[src/rtl/adxl345_sample_scheduler_pkg.sv]
// Shared constants, state encoding and width helper for the ADXL345 sample scheduler.
`default_nettype none

package adxl345_sample_scheduler_pkg;

  localparam int DEFAULT_PERIOD_CYCLES  = 5000000;
  localparam int DEFAULT_TIMEOUT_CYCLES = 100000;
  localparam int DEFAULT_MAX_RETRY      = 3;
  localparam int DEFAULT_AXIS_W         = 13;
  localparam int SAMPLE_COUNT_W         = 16;
  localparam int STATE_W                = 3;

  typedef enum logic [STATE_W-1:0] {
    ST_IDLE      = 3'd0,
    ST_WAIT_TICK = 3'd1,
    ST_START     = 3'd2,
    ST_WAIT_DONE = 3'd3,
    ST_CAPTURE   = 3'd4,
    ST_ERROR     = 3'd5
  } sched_state_t;

  // Bits needed to hold 0..n-1, never less than one bit.
  function automatic int cnt_width(input int n);
    return (n <= 2) ? 1 : $clog2(n);
  endfunction

endpackage

`default_nettype wire

[src/rtl/adxl345_sample_scheduler_sched_period_timer.sv]
// Terminal-count counter: counts 0..TERMINAL_COUNT-1 while enabled, ticks on the last count.
`default_nettype none

module sched_period_timer
  import adxl345_sample_scheduler_pkg::*;
#(
  parameter int TERMINAL_COUNT = 16
) (
  input  logic clk,
  input  logic rst,
  input  logic enable,
  output logic tick
);

  localparam int CNT_W = cnt_width(TERMINAL_COUNT);
  localparam logic [CNT_W-1:0] LAST_COUNT = CNT_W'(TERMINAL_COUNT - 1);

  logic [CNT_W-1:0] count;

  // Disabling holds the count at zero so a fresh enable always runs a full interval.
  always_ff @(posedge clk or posedge rst) begin
    if (rst) begin
      count <= '0;
    end else if (!enable) begin
      count <= '0;
    end else if (count == LAST_COUNT) begin
      count <= '0;
    end else begin
      count <= count + CNT_W'(1);
    end
  end

  assign tick = enable && (count == LAST_COUNT);

endmodule

`default_nettype wire

[src/rtl/adxl345_sample_scheduler.sv]
// Periodic ADXL345 sample scheduler: issues burst-read requests, supervises timeouts/retries,
// and publishes the last good X/Y/Z sample with a running sample count.
`default_nettype none

module adxl345_sample_scheduler
  import adxl345_sample_scheduler_pkg::*;
#(
  parameter int PERIOD_CYCLES  = DEFAULT_PERIOD_CYCLES,
  parameter int TIMEOUT_CYCLES = DEFAULT_TIMEOUT_CYCLES,
  parameter int MAX_RETRY      = DEFAULT_MAX_RETRY,
  parameter int AXIS_W         = DEFAULT_AXIS_W
) (
  input  logic                      Clk_i,
  input  logic                      Reset_i,
  input  logic                      Enable_i,
  input  logic                      Clear_Error_i,
  output logic                      Start_o,
  input  logic                      Busy_i,
  input  logic                      Done_i,
  input  logic signed [AXIS_W-1:0]  X_i,
  input  logic signed [AXIS_W-1:0]  Y_i,
  input  logic signed [AXIS_W-1:0]  Z_i,
  output logic signed [AXIS_W-1:0]  X_o,
  output logic signed [AXIS_W-1:0]  Y_o,
  output logic signed [AXIS_W-1:0]  Z_o,
  output logic                      Data_Available_o,
  output logic [SAMPLE_COUNT_W-1:0] Sample_Count_o,
  output logic                      Error_o,
  output logic                      Overrun_o
);

  localparam int RETRY_W = cnt_width(MAX_RETRY + 1);

  sched_state_t state;
  sched_state_t state_next;

  logic                      period_tick;
  logic                      timeout_tick;
  logic                      timeout_run;
  logic                      start_pulse;
  logic                      capture_pulse;
  logic                      error_flag;
  logic                      retry_exhausted;
  logic                      overrun_event;
  logic                      done_accept;
  logic [RETRY_W-1:0]        retry;
  logic signed [AXIS_W-1:0]  x_sample;
  logic signed [AXIS_W-1:0]  y_sample;
  logic signed [AXIS_W-1:0]  z_sample;
  logic [SAMPLE_COUNT_W-1:0] sample_count;
  logic                      overrun;

  sched_period_timer #(
    .TERMINAL_COUNT (PERIOD_CYCLES)
  ) u_period_timer (
    .clk    (Clk_i),
    .rst    (Reset_i),
    .enable (Enable_i),
    .tick   (period_tick)
  );

  // The timeout counter only runs in WAIT_DONE, so START leaves it cleared for each attempt.
  sched_period_timer #(
    .TERMINAL_COUNT (TIMEOUT_CYCLES)
  ) u_timeout_timer (
    .clk    (Clk_i),
    .rst    (Reset_i),
    .enable (timeout_run),
    .tick   (timeout_tick)
  );

  assign retry_exhausted = (int'(retry) + 1) >= MAX_RETRY;
  assign done_accept     = (state == ST_WAIT_DONE) && Done_i;

  always_ff @(posedge Clk_i or posedge Reset_i) begin
    if (Reset_i) begin
      state <= ST_IDLE;
    end else begin
      state <= state_next;
    end
  end

  always_comb begin
    state_next = state;
    case (state)
      ST_IDLE: begin
        if (Enable_i) begin
          state_next = ST_WAIT_TICK;
        end
      end
      ST_WAIT_TICK: begin
        if (!Enable_i) begin
          state_next = ST_IDLE;
        end else if (period_tick && !Busy_i) begin
          state_next = ST_START;
        end
      end
      ST_START: begin
        state_next = ST_WAIT_DONE;
      end
      ST_WAIT_DONE: begin
        // A Done arriving on the timeout cycle still counts as a good sample.
        if (Done_i) begin
          state_next = ST_CAPTURE;
        end else if (timeout_tick) begin
          state_next = retry_exhausted ? ST_ERROR : ST_START;
        end
      end
      ST_CAPTURE: begin
        state_next = Enable_i ? ST_WAIT_TICK : ST_IDLE;
      end
      ST_ERROR: begin
        if (Clear_Error_i) begin
          state_next = ST_IDLE;
        end
      end
      default: begin
        state_next = ST_IDLE;
      end
    endcase
  end

  always_comb begin
    start_pulse   = 1'b0;
    capture_pulse = 1'b0;
    error_flag    = 1'b0;
    timeout_run   = 1'b0;
    case (state)
      ST_START:     start_pulse   = 1'b1;
      ST_WAIT_DONE: timeout_run   = 1'b1;
      ST_CAPTURE:   capture_pulse = 1'b1;
      ST_ERROR:     error_flag    = 1'b1;
      default:      ;
    endcase
  end

  // Sample registers load on the accepting Done edge so they are already valid in CAPTURE.
  always_ff @(posedge Clk_i or posedge Reset_i) begin
    if (Reset_i) begin
      x_sample     <= '0;
      y_sample     <= '0;
      z_sample     <= '0;
      sample_count <= '0;
    end else if (done_accept) begin
      x_sample     <= X_i;
      y_sample     <= Y_i;
      z_sample     <= Z_i;
      sample_count <= sample_count + SAMPLE_COUNT_W'(1);
    end
  end

  always_ff @(posedge Clk_i or posedge Reset_i) begin
    if (Reset_i) begin
      retry <= '0;
    end else if ((state == ST_WAIT_DONE) && !Done_i && timeout_tick) begin
      retry <= retry + RETRY_W'(1);
    end else if (capture_pulse || (error_flag && Clear_Error_i)) begin
      retry <= '0;
    end
  end

  assign overrun_event = period_tick &&
                         (((state == ST_WAIT_TICK) && Busy_i) ||
                          (state == ST_START) ||
                          (state == ST_WAIT_DONE) ||
                          (state == ST_CAPTURE));

  // A new overrun in the clearing cycle wins so no event is lost.
  always_ff @(posedge Clk_i or posedge Reset_i) begin
    if (Reset_i) begin
      overrun <= 1'b0;
    end else if (overrun_event) begin
      overrun <= 1'b1;
    end else if (Clear_Error_i) begin
      overrun <= 1'b0;
    end
  end

  assign Start_o          = start_pulse;
  assign Data_Available_o = capture_pulse;
  assign Error_o          = error_flag;
  assign Overrun_o        = overrun;
  assign X_o              = x_sample;
  assign Y_o              = y_sample;
  assign Z_o              = z_sample;
  assign Sample_Count_o   = sample_count;

endmodule

`default_nettype wire

[config.mk]
export PLATFORM = sky130hd
export DESIGN_NAME = adxl345_sample_scheduler
export DESIGN_NICKNAME = d
export VERILOG_FILES = /design/src/rtl/adxl345_sample_scheduler_pkg.sv /design/src/rtl/adxl345_sample_scheduler_sched_period_timer.sv /design/src/rtl/adxl345_sample_scheduler.sv
export SDC_FILE = /design/constraint.sdc
export NUM_CORES = 1
export LEC_CHECK = 0
export ABC_AREA = 1
export CORE_UTILIZATION = 59
export DETAILED_ROUTE_END_ITERATION = 6
export DONT_BUFFER_PORTS = 1
export PLACE_DENSITY = 0.86
export REMOVE_ABC_BUFFERS = 1
export SLEW_MARGIN = 20
export SYNTH_ARGS = -nofsm -noshare
export SYNTH_HDL_FRONTEND = slang
export SYNTH_SLANG_ARGS = --single-unit
[constraint.sdc]
create_clock -name Clk_i -period 4.5 [get_ports Clk_i]
set_clock_uncertainty 0.2 [all_clocks]
set_input_delay 0.675 -clock Clk_i [delete_from_list [all_inputs] [get_ports Clk_i]]
set_output_delay 0.675 -clock Clk_i [all_outputs]
set_load 0.01 [all_outputs]
==> results.json <==
{
  "status": "finished clean",
  "chipHeight_um": 93.12,
  "ir_worst_vdd_v": 0.0003121,
  "rr_worst_depth": 9,
  "grt.total_usage_pct": 25.00,
  "critPathArrivalTime_ps": 2770,
  "cts_buffers": 9,
  "clk_latency_ps": 370,
  "synth_top_area_share_pct": 51.60,
  "die_x_um": 93.12,
  "routabilityCongestion": 0.9041,
  "antenna_left": 0,
  "netlist_instances": 625,
  "drive_gt1_share_pct": 6.635,
  "p_leak_nw": 2.511,
  "cts.clk_slew.worst_paths_ps": 100,
  "via_count": 3968,
  "htree_levels": 3,
  "cts_sinks": 101,
  "hp-class": "primary input to async pin",
  "routed_wl_um": 10140,
  "critPathLaunchType": "register",
  "cts_tree": "built",
  "fmax_mhz": 375.2,
  "cts_hold_buf": 0,
  "ys_ff_latch": 101,
  "dp_worst_setup_slack_ps": 1837,
  "yosys_warnings": 0,
  "path_class": "register to register",
  "grt_pass1_wl_um": 17190,
  "crit_fanout": 50,
  "fin_util_pct": 66.05,
  "drc": 0,
  "r2r-start": "state[2]",
  "wire_per_inst_um": 13.80,
  "yosys.area.top_type": "dfrtp_1",
  "cts_resized": 0,
  "slew_violations": 0,
  "io_buffers": 0,
  "cap_viol_max_count": 0,
  "first_iter_violations": 247,
  "post-route-min-period_ps": 2665,
  "dieArea_mm2": 0.008670,
  "start_util_pct": 62.10,
  "areaGrowthSynthToFinish_pct": 6.360,
  "num_antenna_cells": 0,
  "antenna_found_initial": 0,
  "clockRootBuffer": "clkbuf_8",
  "reg2reg_to": "Sample_Count_o[9]",
  "ys_types": 34,
  "setup_violations": 0,
  "hpwl_um": 7425,
  "yosys-top-cells-count": "224 x nand2_1, 101 x dfrtp_1, 80 x nor2_1",
  "worst_slew_pin_slew_ps": 798.9,
  "required_ps": 4600,
  "final.period_utilization_pct": 59.22,
  "final-hold-violation-count": 0,
  "reg2reg_slack_ps": 1830,
  "grt_setup_unrepaired": "false",
  "dr.pass1.iters": 4,
  "yosysSeqAreaShare_pct": 51.60,
  "synth-edff-count": 0,
  "syn_area_mm2": 0.004898,
  "seq_area_mm2": 0.002527,
  "fin_ws_ps": 1835,
  "yosysMostFrequentCell": "nand2_1",
  "gr-total-overflow": 0,
  "hold_ws_ps": 124.8,
  "grt_max_degree": 69,
  "syn_area_per_cell_um2": 7.838,
  "ys.flop_type": "dfrtp_1",
  "tns_ps": 0,
  "post_cts_buffers": 0,
  "avgViaCountPerCell": 5.399,
  "core_mm2": 0.007888,
  "slew_headroom_pct": 46.74,
  "finalNetCount": 678,
  "rows": 32,
  "multi_input_area_mm2": 0.002086,
  "async_flop_share_pct": 100.0,
  "fillers": 658,
  "power_density_mw_per_mm2": 461.3,
  "synth_area_leaders": "dfrtp_1 52%, nand2_1 17%, nor2_1 6.1%",
  "first_global_vias": 3882,
  "crit_path_end_kind": "register",
  "io_pins": 104,
  "cts_max_path_buffers": 2
}
[metrics by stage]
step	cell area, um2	power (W)	cells
detailed placement	4994	0.001812	719
finish	5210	0.002403	735
floorplan	4848	0.001665	615
CTS	5210	0.002417	735
global route	5210	0.002536	735
global placement	4994	0.001772	719
[layer usage]
layer | share of wire [%] | GRT usage (%)
met2 | 49 | 40.99
met4 | 1.2 | 9.615
met5 | 0 | 0
met1 | 43 | 32.38
met3 | 6.5 | 5.772
[sequential cells by signal, indices dropped and copies added, names as in the netlist]
| register | count |
|---|---|
| state | 3 |
| X_o | 13 |
| Z_o | 13 |
| u_period_timer.count | 23 |
| Sample_Count_o | 16 |
| u_timeout_timer.count | 17 |
| Y_o | 13 |
| retry | 2 |
| Overrun_o | 1 |
[cell families after synthesis]
family / after synthesis / share of synthesized area [%]
flip-flops: 101 / 51.60
XOR/XNOR: 13 / 2.324
AO/OA/AOI/OAI: 33 / 3.729
adder cells (fa/ha/maj): 5 / 1.277
AND/OR/NAND/NOR: 401 / 35.25
buffers and inverters: 72 / 5.824
[cell type report]
| class | instances | area share [%] |
|---|---|---|
| Tap cell | 102 | 2.450 |
| Inverter | 62 | 4.563 |
| Multi-Input combinational cell | 452 | 40.03 |
| Sequential cell | 101 | 48.51 |
| Clock inverter | 7 | 1.777 |
| Timing Repair Buffer | 2 | 0.2882 |
| Clock buffer | 9 | 2.378 |
[worst max-delay path: stages, from the launching register on]
cell	delay [ps]
dfrtp_1	420
inv_1	160
nand3_2	260
nor2_4	160
buf_4	420
inv_2	410
nor2_4	200
nand2_1	100
nor2_1	120
xor2_1	140
[where the power goes]
group | internal (W) | switching, W | leakage [nW]
clock network | 0.000272 | 0.000340 | 0.109
registers | 0.00111 | 0.000280 | 1.33
logic | 0.000137 | 0.000263 | 1.07
total | 0.00152 | 0.000883 | 2.51
[cell usage in the layout (no fill, tap or decap), drive strengths merged]
master / instances
inv: 65
buf: 2
and3: 1
nor3: 31
xor2: 8
nand4: 9
o21ai: 15
a211oi: 1
o211ai: 1
nand3b: 2
o31ai: 1
dfrtp: 101
clkinv: 3
ha: 5
nor2: 88
a21oi: 10
clkbuf: 9
nor3b: 8
nand2: 229
nand3: 33
xnor2: 5
bufinv: 1
a31oi: 5
[worst max path at each step]
stage / to / cells past startpoint / slack [ps] / from
global route: Sample_Count_o[9] / 9 / 1600 / state[2]
global placement: Sample_Count_o[9] / 9 / 1970 / state[2]
CTS: Sample_Count_o[9] / 9 / 1830 / state[2]
floorplan: Overrun_o / 1 / 980 / Reset_i
detailed placement: Sample_Count_o[9] / 9 / 1840 / state[2]
finish: Sample_Count_o[9] / 9 / 1830 / state[2]
No activity file was read; power rests on OpenSTA's default activity.
